[src/rtl/mips_ctrl_pkg.sv]
// Shared definitions for the multicycle MIPS control path: state codes, opcodes
// and the opcode class decoders used by the FSM and the store-strobe generator.
package mips_ctrl_pkg;

   localparam int unsigned OP_W    = 6;
   localparam int unsigned STATE_W = 3;

   typedef enum logic [STATE_W-1:0] {
      ST_RST = 3'd0,
      ST_IF  = 3'd1,
      ST_IW  = 3'd2,
      ST_ID  = 3'd3,
      ST_EX  = 3'd4,
      ST_MEM = 3'd5,
      ST_MW  = 3'd6,
      ST_WB  = 3'd7
   } state_e;

   localparam logic [OP_W-1:0] OP_RTYPE  = 6'h00;
   localparam logic [OP_W-1:0] OP_REGIMM = 6'h01;
   localparam logic [OP_W-1:0] OP_J      = 6'h02;
   localparam logic [OP_W-1:0] OP_JAL    = 6'h03;
   localparam logic [OP_W-1:0] OP_BEQ    = 6'h04;
   localparam logic [OP_W-1:0] OP_BNE    = 6'h05;
   localparam logic [OP_W-1:0] OP_BLEZ   = 6'h06;
   localparam logic [OP_W-1:0] OP_BGTZ   = 6'h07;
   localparam logic [OP_W-1:0] OP_ADDIU  = 6'h09;
   localparam logic [OP_W-1:0] OP_SLTI   = 6'h0a;
   localparam logic [OP_W-1:0] OP_SLTIU  = 6'h0b;
   localparam logic [OP_W-1:0] OP_ANDI   = 6'h0c;
   localparam logic [OP_W-1:0] OP_ORI    = 6'h0d;
   localparam logic [OP_W-1:0] OP_XORI   = 6'h0e;
   localparam logic [OP_W-1:0] OP_LUI    = 6'h0f;
   localparam logic [OP_W-1:0] OP_LB     = 6'h20;
   localparam logic [OP_W-1:0] OP_LH     = 6'h21;
   localparam logic [OP_W-1:0] OP_LWL    = 6'h22;
   localparam logic [OP_W-1:0] OP_LW     = 6'h23;
   localparam logic [OP_W-1:0] OP_LBU    = 6'h24;
   localparam logic [OP_W-1:0] OP_LHU    = 6'h25;
   localparam logic [OP_W-1:0] OP_LWR    = 6'h26;
   localparam logic [OP_W-1:0] OP_SB     = 6'h28;
   localparam logic [OP_W-1:0] OP_SH     = 6'h29;
   localparam logic [OP_W-1:0] OP_SWL    = 6'h2a;
   localparam logic [OP_W-1:0] OP_SW     = 6'h2b;
   localparam logic [OP_W-1:0] OP_SWR    = 6'h2e;

   function automatic logic is_branch(input logic [OP_W-1:0] op);
      return op inside {OP_REGIMM, OP_J, OP_BEQ, OP_BNE, OP_BLEZ, OP_BGTZ};
   endfunction

   function automatic logic is_jal(input logic [OP_W-1:0] op);
      return op == OP_JAL;
   endfunction

   function automatic logic is_load(input logic [OP_W-1:0] op);
      return op inside {OP_LB, OP_LH, OP_LWL, OP_LW, OP_LBU, OP_LHU, OP_LWR};
   endfunction

   function automatic logic is_store(input logic [OP_W-1:0] op);
      return op inside {OP_SB, OP_SH, OP_SWL, OP_SW, OP_SWR};
   endfunction

   function automatic logic is_alu(input logic [OP_W-1:0] op);
      return op inside {OP_RTYPE, OP_ADDIU, OP_SLTI, OP_SLTIU, OP_ANDI, OP_ORI,
                        OP_XORI, OP_LUI};
   endfunction

endpackage

[src/rtl/store_strb_gen.sv]
// Byte-lane write strobes for MIPS stores; word_base selects the 32-bit word
// inside a wider data bus, the low two address bits select lanes within it.
module store_strb_gen
   import mips_ctrl_pkg::*;
#(
   parameter  int unsigned DATA_W = 32,
   localparam int unsigned LANES  = DATA_W / 8,
   localparam int unsigned OFS_W  = $clog2(LANES)
) (
   input  logic             en,
   input  logic [OP_W-1:0]  op,
   input  logic [OFS_W-1:0] addr_lo,
   output logic [LANES-1:0] wen_c
);

   logic [1:0]       k4;
   logic [OFS_W-1:0] word_base;
   logic [OFS_W-1:0] half_base;
   logic [3:0]       swl_m;
   logic [3:0]       swr_m;

   always_comb begin
      k4        = addr_lo[1:0];
      word_base = addr_lo & ~OFS_W'(3);
      half_base = {addr_lo[OFS_W-1:1], 1'b0};
      swl_m     = 4'((5'd2 << k4) - 5'd1);
      swr_m     = 4'hF << k4;
      wen_c     = '0;
      if (en) begin
         case (op)
            OP_SW:   wen_c = LANES'(4'hF) << word_base;
            OP_SB:   wen_c = LANES'(1) << addr_lo;
            OP_SH:   wen_c = LANES'(2'b11) << half_base;
            OP_SWL:  wen_c = LANES'(swl_m) << word_base;
            OP_SWR:  wen_c = LANES'(swr_m) << word_base;
            default: wen_c = '0;
         endcase
      end
   end

endmodule

[src/rtl/multicycle_ctrl.sv]
// Multicycle MIPS control FSM with variable-latency instruction/data SRAM
// handshakes, byte-lane store strobes and cycle/retire performance counters.
module multicycle_ctrl
   import mips_ctrl_pkg::*;
#(
   parameter  int unsigned DATA_W = 32,
   parameter  int unsigned CNT_W  = 32,
   localparam int unsigned LANES  = DATA_W / 8,
   localparam int unsigned OFS_W  = $clog2(LANES)
) (
   input  logic               clk,
   input  logic               reset,
   input  logic [OP_W-1:0]    behavior,
   input  logic               inst_ack,
   input  logic               data_ack,
   input  logic [OFS_W-1:0]   addr_lo,
   output logic               inst_req,
   output logic               ir_write,
   output logic               PC_enable,
   output logic               data_req,
   output logic               data_wr,
   output logic               reg_write,
   output logic               writing_back,
   output logic [LANES-1:0]   data_wen,
   output logic [STATE_W-1:0] state_o,
   output logic               illegal_op,
   output logic [CNT_W-1:0]   cycle_cnt,
   output logic [CNT_W-1:0]   retire_cnt
);

   state_e          state;
   state_e          state_nxt;
   logic [OP_W-1:0] op_q;
   logic [OP_W-1:0] op_nxt;
   logic            ill_set;
   logic            pc_raw;
   logic            ir_raw;
   logic            strb_en;

   // State, latched opcode, sticky illegal flag and performance counters
   always_ff @(posedge clk) begin
      if (reset) begin
         state      <= ST_RST;
         op_q       <= '0;
         illegal_op <= 1'b0;
         cycle_cnt  <= '0;
         retire_cnt <= '0;
      end else begin
         state     <= state_nxt;
         op_q      <= op_nxt;
         cycle_cnt <= cycle_cnt + CNT_W'(1);
         if (ill_set)
            illegal_op <= 1'b1;
         if (PC_enable)
            retire_cnt <= retire_cnt + CNT_W'(1);
      end
   end

   // Next-state and Moore decode; only ir_write/PC_enable see the acks
   always_comb begin
      state_nxt    = state;
      op_nxt       = op_q;
      ill_set      = 1'b0;
      pc_raw       = 1'b0;
      ir_raw       = 1'b0;
      strb_en      = 1'b0;
      inst_req     = 1'b0;
      data_req     = 1'b0;
      data_wr      = 1'b0;
      reg_write    = 1'b0;
      writing_back = 1'b0;
      case (state)
         ST_RST: state_nxt = ST_IF;
         ST_IF: begin
            inst_req  = 1'b1;
            state_nxt = ST_IW;
         end
         ST_IW: begin
            if (inst_ack) begin
               ir_raw    = 1'b1;
               op_nxt    = behavior;
               state_nxt = ST_ID;
            end
         end
         ST_ID: state_nxt = ST_EX;
         ST_EX: begin
            if (is_branch(op_q)) begin
               pc_raw    = 1'b1;
               state_nxt = ST_IF;
            end else if (is_jal(op_q) || is_alu(op_q)) begin
               state_nxt = ST_WB;
            end else if (is_load(op_q) || is_store(op_q)) begin
               state_nxt = ST_MEM;
            end else begin
               pc_raw    = 1'b1;
               ill_set   = 1'b1;
               state_nxt = ST_IF;
            end
         end
         ST_MEM: begin
            data_req  = 1'b1;
            data_wr   = is_store(op_q);
            strb_en   = 1'b1;
            state_nxt = ST_MW;
         end
         ST_MW: begin
            if (data_ack) begin
               if (is_store(op_q)) begin
                  pc_raw    = 1'b1;
                  state_nxt = ST_IF;
               end else begin
                  state_nxt = ST_WB;
               end
            end
         end
         ST_WB: begin
            reg_write    = 1'b1;
            writing_back = 1'b1;
            pc_raw       = 1'b1;
            state_nxt    = ST_IF;
         end
      endcase
      // A cycle that is being reset never commits an instruction fetch or retirement
      PC_enable = pc_raw & ~reset;
      ir_write  = ir_raw & ~reset;
   end

   assign state_o = STATE_W'(state);

   store_strb_gen #(.DATA_W(DATA_W)) u_strb (
      .en      (strb_en),
      .op      (op_q),
      .addr_lo (addr_lo),
      .wen_c   (data_wen)
   );

endmodule

[config.mk]
export PLATFORM = sky130hd
export DESIGN_NAME = multicycle_ctrl
export DESIGN_NICKNAME = d
export VERILOG_FILES = /design/src/rtl/mips_ctrl_pkg.sv /design/src/rtl/store_strb_gen.sv /design/src/rtl/multicycle_ctrl.sv
export SDC_FILE = /design/constraint.sdc
export NUM_CORES = 1
export LEC_CHECK = 0
export CAP_MARGIN = 20
export CELL_PAD_IN_SITES_DETAIL_PLACEMENT = 1
export CELL_PAD_IN_SITES_GLOBAL_PLACEMENT = 1
export CORE_ASPECT_RATIO = 0.6
export CORE_MARGIN = 5
export CORE_UTILIZATION = 37
export DETAILED_ROUTE_END_ITERATION = 6
export PLACE_DENSITY = 0.77
export SYNTH_ARGS = -nofsm -noshare
export SYNTH_HDL_FRONTEND = slang
export SYNTH_SLANG_ARGS = --single-unit
[constraint.sdc]
create_clock -name clk -period 2.73 [get_ports clk]
set_input_delay 0.819 -clock clk [delete_from_list [all_inputs] [get_ports clk]]
set_output_delay 0.819 -clock clk [all_outputs]
set_load 0.01 [all_outputs]
==> results of run 1 <==
state kept, by name, indices dropped and copies added (netlist names):
| register | cells |
|---|---|
| cycle_cnt | 32 |
| illegal_op | 1 |
| state_o | 3 |
| op_q | 6 |
| retire_cnt | 32 |
final cells by class:
type,count,share of cell area [%]
Multi-Input combinational cell,369,41.6
Sequential cell,74,26.0
Timing Repair Buffer,144,23.0
Clock buffer,13,4.71
Tap cell,139,3.03
Inverter,14,0.916
Clock inverter,3,0.807
metrics by stage:
| step | cell area [um^2] | setup slack (ns) | cells |
|---|---|---|---|
| 2_1_floorplan | 4040 | 0.337 | 485 |
| 3_3_place_gp | 5220 | -0.482 | 717 |
| 3_5_place_dp | 5220 | -0.560 | 717 |
| 4_1_cts | 5680 | 0.00453 | 752 |
| 5_1_grt | 5740 | -0.0238 | 756 |
| 6_report | 5740 | 0.0509 | 756 |
power by group through the flow:
| stage | clock [mW] | combinational [mW] | sequential [mW] |
|---|---|---|---|
| after global routing | 1.32 | 0.246 | 1.11 |
| after floorplan | 0 | 0.111 | 1.13 |
| after CTS | 1.27 | 0.217 | 1.11 |
| final | 1.24 | 0.226 | 1.11 |
| after detailed placement | 0 | 0.213 | 1.13 |
| after global placement | 0 | 0.206 | 1.13 |
path summary, 6_finish.rpt:
check | from | to | slack (ns)
setup / recovery | addr_lo[1] | data_wen[1] | 0.05
hold / removal | cycle_cnt[0]$_SDFF_PP0_ | cycle_cnt[0]$_SDFF_PP0_ | 0.46
setup reg to reg | op_q[2]$_SDFFE_PP0P_ | retire_cnt[1]$_SDFFE_PP0P_ | 0.15
hold reg to reg | cycle_cnt[0]$_SDFF_PP0_ | cycle_cnt[0]$_SDFF_PP0_ | 0.46
repair_timing:
| item | CTS | global route |
|---|---|---|
| resized for setup | 20 | 16 |
| setup endpoints to repair | 7 | 6 |
| setup buffers | 19 | 5 |
| pin swaps | 5 | 5 |
cell families after synthesis:
kind of cell / count (synthesis) / share of synthesized area [%]
and+or+nand+nor: 227 / 28.5
xor gates and xnor gates: 26 / 5.64
AOI/OAI and AO/OA: 78 / 14.3
adders and majority gates: 2 / 0.620
DFF: 74 / 36.7
buffers and inverters: 42 / 4.56
muxes: 36 / 9.73
cells in the final DEF, fill, tap and decap left out, types with 17 or more instances in the layout:
cell type,count
a21oi_1,20
a21oi_2,18
buf_4,49
clkdlybuf4s50_1,79
dfxtp_1,70
mux2_1,20
nand2_1,22
nand3_1,21
nand4_1,17
nor2_1,80
nor2b_1,26
nor3_1,17
xnor2_1,20
layer usage:
layer	GRT usage [%]	up-vias
met4	3.73	0
li1	-	1950
met5	0	-
met1	26.4	1977
met3	5.19	7
met2	30.6	75
critical path: cells and delay by family:
kind | cells | cell delay (ns)
AOI/OAI and AO/OA | 2 | 0.24
buffers and inverters | 3 | 0.69
and+or+nand+nor | 1 | 0.10
==> results.ini, run 1 <==
[status]
outcome = complete, no violations

[grt]
grt_overflow = 0
grt_use_total_pct = 19.3
grt_pass1_vias = 3972
grt_max_degree = 64
grt_pass1_wl_um = 20600
antenna_found_initial = 0

[placement]
dp_hpwl_um = 8930
gp_congestion = 0.840
io_buffers = 90

[power]
switching_share_pct = 23.1
seq_power_share_pct = 42.9
leakagePower_nw = 2.09
peakVddDrop_v = 0.000330
clock_power_share_pct = 48.3
p_switching_mw = 0.595
p_total_mw = 2.58
p_per_area_nw_per_um2 = 449
pwr-share-comb_pct = 8.8
power.internal_mw = 1.98

[logic_synthesis]
synthesis.instances = 485
synth_top_cell_area_share_pct = 36.7
yosysMostFrequentCell = nor2_1
ys_warn_count = 0
syn_nets = 499
ys.flop_type = dfxtp_1
synth_commonest_cells = nor2_1 (80), dfxtp_1 (74), nor2b_1 (28), nand2_1 (22), nand3_1 (21)
async_flop_share_pct = 0
syn_area_um2 = 4040
synth_area_per_cell_um2 = 8.32
synth_area_leader_cell = dfxtp_1
ys_types = 51
seq_area_frac_synth_pct = 36.7
ys_ff_latch = 74
synth_area_leaders = dfxtp_1 (37%), nor2_1 (7.4%), mux2_1 (5.6%)
synth_edf_count = 0

[layout]
antennaDiodeCount = 0
multi_input_area_um2 = 2390
drive_gt1_share_pct = 18.3
nFillCells = 1255
fin_nets = 626
area_growth_pct = 42.2
regArea_um2 = 1490
utilization_pct = 54.0

[sta]
timing.fmax_mhz = 373
tightestPinTransition_ns = 0.850
final_hold_viol_count = 0
fin_crit_sh_pct = 98.1
skew_ns = 0.00611
min_period_ns = 2.68
finalMaxSlewViolations = 0
setup_viol = 0
holdWs_ns = 0.464
finalSetupTns_ns = 0
slew_headroom_pct = 43.2

[min_path]
hold-path-cell-count = 1
hp-class = reg2reg

[critical_path]
cp-start-kind = input port
critPathSlowestCell = dlygate4sd2_1
r2r_cells = 17
crit_arrival_ns = 1.86
crit_chain = clkdlybuf4s15_2 > buf_4 > nor2_1 > o21ai_0 > a21oi_1 > dlygate4sd2_1
worstSetupPathType = in2out
path_max_fanout = 7
required_ns = 1.91
critPathMaxStageDelay_ns = 0.29
endpoint_kind = output port

[die]
initial_core_util_pct = 38.0
die_h_um = 90.9
rows = 29
pin_count = 91
dieArea_um2 = 13200
die_w_um = 145
design.core.area_um2 = 10600

[routing]
route.detailed.drc = 0
drt.antenna.violating_nets = 0
drt-pass1-iter-count = 4
vias = 4009
wl_per_cell_um = 16.8
viasPerCell = 5.30
met3_length_um = 642
drtIter0Drc = 168
wl_met1_um = 6000
wl_um = 12700
top_layer = met4
wl_met2_um = 5950

[clocking]
cts_sinks = 74
clk_latency_ns = 0.33
cts_buffer_depth = 2
postCtsHoldBufs = 0
cts_root_buffer = clkbuf_16
numCtsBuffers = 9
h-tree-depth = 3
path_clk_slew_ns = 0.06
cts_tree = built

[run]
maxCapViolCount = 0

Power figures use the tool's default switching activity.
==> inputs of run 2 (changes only) <==
- CELL_PAD_IN_SITES_DETAIL_PLACEMENT: 1 -> not set
- CELL_PAD_IN_SITES_GLOBAL_PLACEMENT: 1 -> not set
- CORE_UTILIZATION: 37 -> 50
- PLACE_DENSITY: 0.77 -> 0.76
==> run 2 against run 1 <==
Against the previous run:
- routed wire length down 16%
- critical path depth unchanged
- clock skew grew 0.0017 ns
- critical endpoint is now data_wen[0]
- clock power is 17% higher
- sequential share of layout area rose by 0.66 points
==> results.ini, run 2 (synthesis gave the netlist of run 1 again) <==
[layout]
multi_input_area_um2 = 2380
area_growth_pct = 38.5
reg_top3 = cycle_cnt (32), retire_cnt (32), op_q (6)
fin_nets = 608
drive_gt1_share_pct = 16.0
antennaDiodeCount = 0
final_cells = 707
layout_commonest_cell = clkdlybuf4s50_1
nFillCells = 651
final_cell_mix = clkdlybuf4s50_1 (79), nor2_1 (78), dfxtp_1 (69)
regArea_um2 = 1490
stdcell_area_um2 = 5590

[sta]
rsz0062_at_grt = no
finalSetupTns_ns = 0
timing.fmax_mhz = 371
skew_ns = 0.00777
setup_viol = 0
fin_ws_ns = 0.0353
tightestPinTransition_ns = 0.561
final_hold_viol_count = 0
min_period_ns = 2.69
finalMaxSlewViolations = 0
slew_headroom_pct = 62.5
fin_crit_sh_pct = 98.7

[clocking]
path_clk_slew_ns = 0.05
cts_tree = built
clk_latency_ns = 0.33
cts_buffer_depth = 2
cts_root_buffer = clkbuf_16
h-tree-depth = 3
numCtsBuffers = 9
cts_sinks = 74

[routing]
drt.antenna.violating_nets = 0
vias = 3878
wl_um = 10600
drt-pass1-iter-count = 5
viasPerCell = 5.49
wl_per_cell_um = 15.1
drtIter0Drc = 277
route.detailed.drc = 0

[die]
die_h_um = 79.6
dieArea_um2 = 10000
rows = 25
die_w_um = 126
design.core.area_um2 = 7880
pin_count = 91
initial_core_util_pct = 51.2

[critical_path]
path_max_fanout = 6
timing.rr.start = op_q[0]$_SDFFE_PP0P_
worstSetupPathType = in2out
crit_path_start = addr_lo[1]
cp-start-kind = input port
endpoint_kind = output port
r2r_slack_ns = 0.24
required_ns = 1.91
crit_arrival_ns = 1.88
reg2reg_to = retire_cnt[7]$_SDFFE_PP0P_
r2r_cells = 11

[min_path]
hold-path-cell-count = 1
hold_start = cycle_cnt[0]$_SDFF_PP0_
hp-class = reg2reg
holdPathEnd = cycle_cnt[0]$_SDFF_PP0_

[placement]
gp_congestion = 0.832
placed_cell_area_um2 = 5150
io_buffers = 90
pre_cts_ws_ns = -0.552
dp_hpwl_um = 7500
dp.cells = 682

[grt]
grt_use_total_pct = 21.7
antenna_found_initial = 0
grt_overflow = 0
grt_pass1_wl_um = 17900
grt_pass1_vias = 3627
grt_max_degree = 58

[power]
peakVddDrop_v = 0.000421
p_per_area_nw_per_um2 = 495
p_total_mw = 2.77
leakagePower_nw = 2.01

[run]
maxCapViolCount = 0

[status]
outcome = complete, no violations

-- run 2: cell types whose count changed in the layout (fill, tap and decap cells not counted), sizes merged --
cell         before  now
dlygate4sd2       4    3
clkbuf           14   13
buf              56   38
bufinv            1    4
clkinvlp          1    0
-- run 2: final cells by class --
class	count	area share, %
multi-input combinational	369	42.5
clock buffer	11	4.34
clock inverter	5	2.24
inverter	14	0.940
tap	108	2.42
sequential	74	26.7
timing repair buffer	126	20.9
-- run 2: layer usage --
layer / part of all wire (%) / up-vias / global-route usage, %
li1: - / 1916 / -
met1: 48 / 1846 / 28.4
met2: 44 / 105 / 33.8
met3: 7.3 / 11 / 7.89
met4: 1.1 / 0 / 5.89
met5: 0 / - / 0
-- run 2: what timing repair did --
item,CTS,global route
hold buffers,0,0
setup buffers,8,1
pin swaps,4,1
gates cloned,0,0
endpoints found under the setup margin,7,5
resized for setup,21,12
-- run 2: worst max-delay path by stage --
stage                  end  depth (start not counted)
5_1_grt        data_wen[3]                          6
4_1_cts            data_wr                          6
6_report       data_wen[0]                          6
3_5_place_dp   data_wen[1]                          6
3_3_place_gp   data_wen[2]                          6
2_1_floorplan  data_wen[3]                          5
-- run 2: report_power, final --
| group | leakage (nW) | internal [mW] | switching (mW) |
|---|---|---|---|
| Combinational | 1.23 | 0.0949 | 0.109 |
| Sequential | 0.600 | 1.09 | 0.0163 |
| Clock | 0.180 | 1.01 | 0.443 |
-- run 2: worst max-delay path: stages --
cell	delay (ns)
clkdlybuf4s15_2	0.23
buf_4	0.16
nor2_1	0.13
o21ai_0	0.11
a21oi_1	0.16
clkdlybuf4s15_1	0.26
-- run 2: metrics by stage --
stage | hold slack (ns) | util, %
finish | 0.459 | 70.9
global route | 0.494 | 70.9
floorplan | 0.465 | -
global placement | 0.438 | 65.3
CTS | 0.461 | 70.8
detailed placement | 0.447 | 65.3
==> inputs of run 3 (changes only) <==
- CORE_UTILIZATION: 50 -> 45
- CTS_CLUSTER_DIAMETER: not set -> 30
- PLACE_DENSITY: 0.76 -> 0.7
==> run 3 against run 2 <==
Against the previous run:
- die area grew 9.9%
- clock-buffer cell count down 1
- maximum frequency grew 1.4%
- hold slack hardly changed
- flip-flop and latch count unchanged
- setup slack gained 0.037 ns
- sequential power about the same
- first-iteration DRC count down 44%
- via count shrank 1.4%
- clock power down 11%
- sequential share of layout area rose by 0.17 points
- non-clock buffer count decreased by 1
- critical endpoint is now data_wen[3]
- highest routed layer unchanged
==> results.ini, run 3 (synthesis gave the netlist of run 1 again) <==
[clocking]
path_clk_slew_ns = 0.06
numCtsBuffers = 9
cts_tree = built
cts_root_buffer = clkbuf_16
clk_latency_ns = 0.33
h-tree-depth = 3
postCtsHoldBufs = 0
cts_sinks = 74
cts_buffer_depth = 2

[routing]
drt.antenna.violating_nets = 0
wl_um = 10500
vias = 3823
viasPerCell = 5.38
drtIter0Drc = 155
route.detailed.drc = 0
wl_per_cell_um = 14.8
drt-pass1-iter-count = 4

[layout]
stdcell_area_um2 = 5560
nFillCells = 729
final_cells = 710
area_growth_pct = 37.7
utilization_pct = 64.5
final_cell_mix = clkdlybuf4s50_1 (79), nor2_1 (78), dfxtp_1 (71)
layout_commonest_cell = clkdlybuf4s50_1
fin_nets = 607
antennaDiodeCount = 0
drive_gt1_share_pct = 15.9
reg_top3 = cycle_cnt (32), retire_cnt (32), op_q (6)

[status]
outcome = complete, no violations

[critical_path]
endpoint_kind = output port
crit_arrival_ns = 1.84
reg2reg_to = retire_cnt[30]$_SDFFE_PP0P_
path_max_fanout = 5
path_common_cell = dlygate4sd2_1
timing.rr.start = op_q[1]$_SDFFE_PP0P_
required_ns = 1.91
r2r_cells = 7
critPathMaxStageDelay_ns = 0.31
crit_chain = dlygate4sd2_1 > a21oi_1 > a221oi_1 > dlygate4sd2_1
r2r_slack_ns = 0.43
crit_buf_inv = 2
critPathSlowestCell = a221oi_1
worstSetupPathType = in2out
cp_top_family = buffers and inverters
cp-start-kind = input port

[power]
switching_share_pct = 22.5
pwr-share-comb_pct = 7.9
leakagePower_nw = 1.99
seq_power_share_pct = 42.7
p_switching_mw = 0.586
peakVddDrop_v = 0.000410
power.internal_mw = 2.02
p_per_area_nw_per_um2 = 469
clock_power_share_pct = 49.4

[sta]
fin_crit_sh_pct = 97.4
setup_viol = 0
final_hold_viol_count = 0
slew_headroom_pct = 50.8
rsz0062_at_grt = yes
timing.fmax_mhz = 376
min_period_ns = 2.66
finalMaxSlewViolations = 0
skew_ns = 0.00728
tightestPinTransition_ns = 0.738

[die]
rows = 26
die_h_um = 83.4
pin_count = 91
design.core.area_um2 = 8620
dieArea_um2 = 11000
initial_core_util_pct = 46.8
die_w_um = 132

[grt]
grt_use_total_pct = 19.3
grt_pass1_vias = 3648
grt_max_degree = 77
grt_pass1_wl_um = 18100
antenna_found_initial = 0
grt_overflow = 0

[placement]
gp_congestion = 0.810
dp.cells = 693
dp_hpwl_um = 7680
placed_cell_area_um2 = 5210
io_buffers = 90

[min_path]
holdPathEnd = cycle_cnt[0]$_SDFF_PP0_
hp-class = reg2reg
hold_start = cycle_cnt[0]$_SDFF_PP0_
hold-path-cell-count = 1

[run]
maxCapViolCount = 0

[run 3: cell types whose count changed in the layout (fill, tap and decap cells not counted), moves of 2 or more]
cell           delta
bufinv_16         -2
clkinv_4          +2
dfxtp_1           +2
dfxtp_2           -3
dlygate4sd2_1     +2
[run 3: how the worst max path moves through the flow]
stage | from | to | slack [ns] | depth (start not counted)
2_1_floorplan | state_o[0]$_SDFFE_PP0P_ | data_wen[3] | 0.34 | 5
3_3_place_gp | addr_lo[1] | data_wen[2] | -0.47 | 6
3_5_place_dp | addr_lo[1] | data_wen[2] | -0.55 | 6
4_1_cts | op_q[3]$_SDFFE_PP0P_ | data_wen[1] | 0.006 | 8
5_1_grt | op_q[3]$_SDFFE_PP0P_ | data_wen[3] | -0.01 | 6
6_report | addr_lo[0] | data_wen[3] | 0.07 | 4
[run 3: power groups by stage]
stage                     combinational [mW]  sequential (mW)  clock [mW]
after detailed placement               0.203             1.14           0
final                                  0.205             1.11        1.29
after floorplan                        0.111             1.13           0
after global routing                   0.226             1.12        1.36
after global placement                 0.197             1.13           0
after CTS                              0.202             1.11        1.32
[run 3: area by class of cell]
class / count / area (um^2) / share of cell area [%]
inverters: 14 / 52.6 / 0.946
multi-input cells: 369 / 2390 / 43.1
well taps: 112 / 140 / 2.52
repair buffers: 125 / 1150 / 20.7
flip-flops and latches: 74 / 1490 / 26.8
clock buffers: 10 / 239 / 4.30
clock inverters: 6 / 90.1 / 1.62
[run 3: metal layers]
| layer | up-vias | wire length, um | track usage [%] |
|---|---|---|---|
| met3 | 7 | 563 | 5.68 |
| met2 | 84 | 4770 | 31.1 |
| met5 | - | 0 | 0 |
| li1 | 1916 | - | - |
| met1 | 1816 | 5120 | 25.7 |
| met4 | 0 | 67 | 3.79 |
[run 3: repair_timing]
item,CTS,global route
setup buffers,1,0
resized for setup,24,9
pin swaps,3,1
endpoints found under the setup margin,7,5
gates cloned,0,0
[run 3: stage by stage]
step / setup TNS (ns) / total power [mW] / setup slack (ns) / hold WS, ns
floorplan: 0 / 1.24 / 0.337 / 0.465
CTS: 0 / 2.63 / 0.00600 / 0.464
detailed placement: -3.04 / 1.34 / -0.547 / 0.448
global route: -0.0145 / 2.70 / -0.0145 / 0.482
finish: 0 / 2.61 / 0.0721 / 0.459
global placement: -2.38 / 1.33 / -0.475 / 0.436
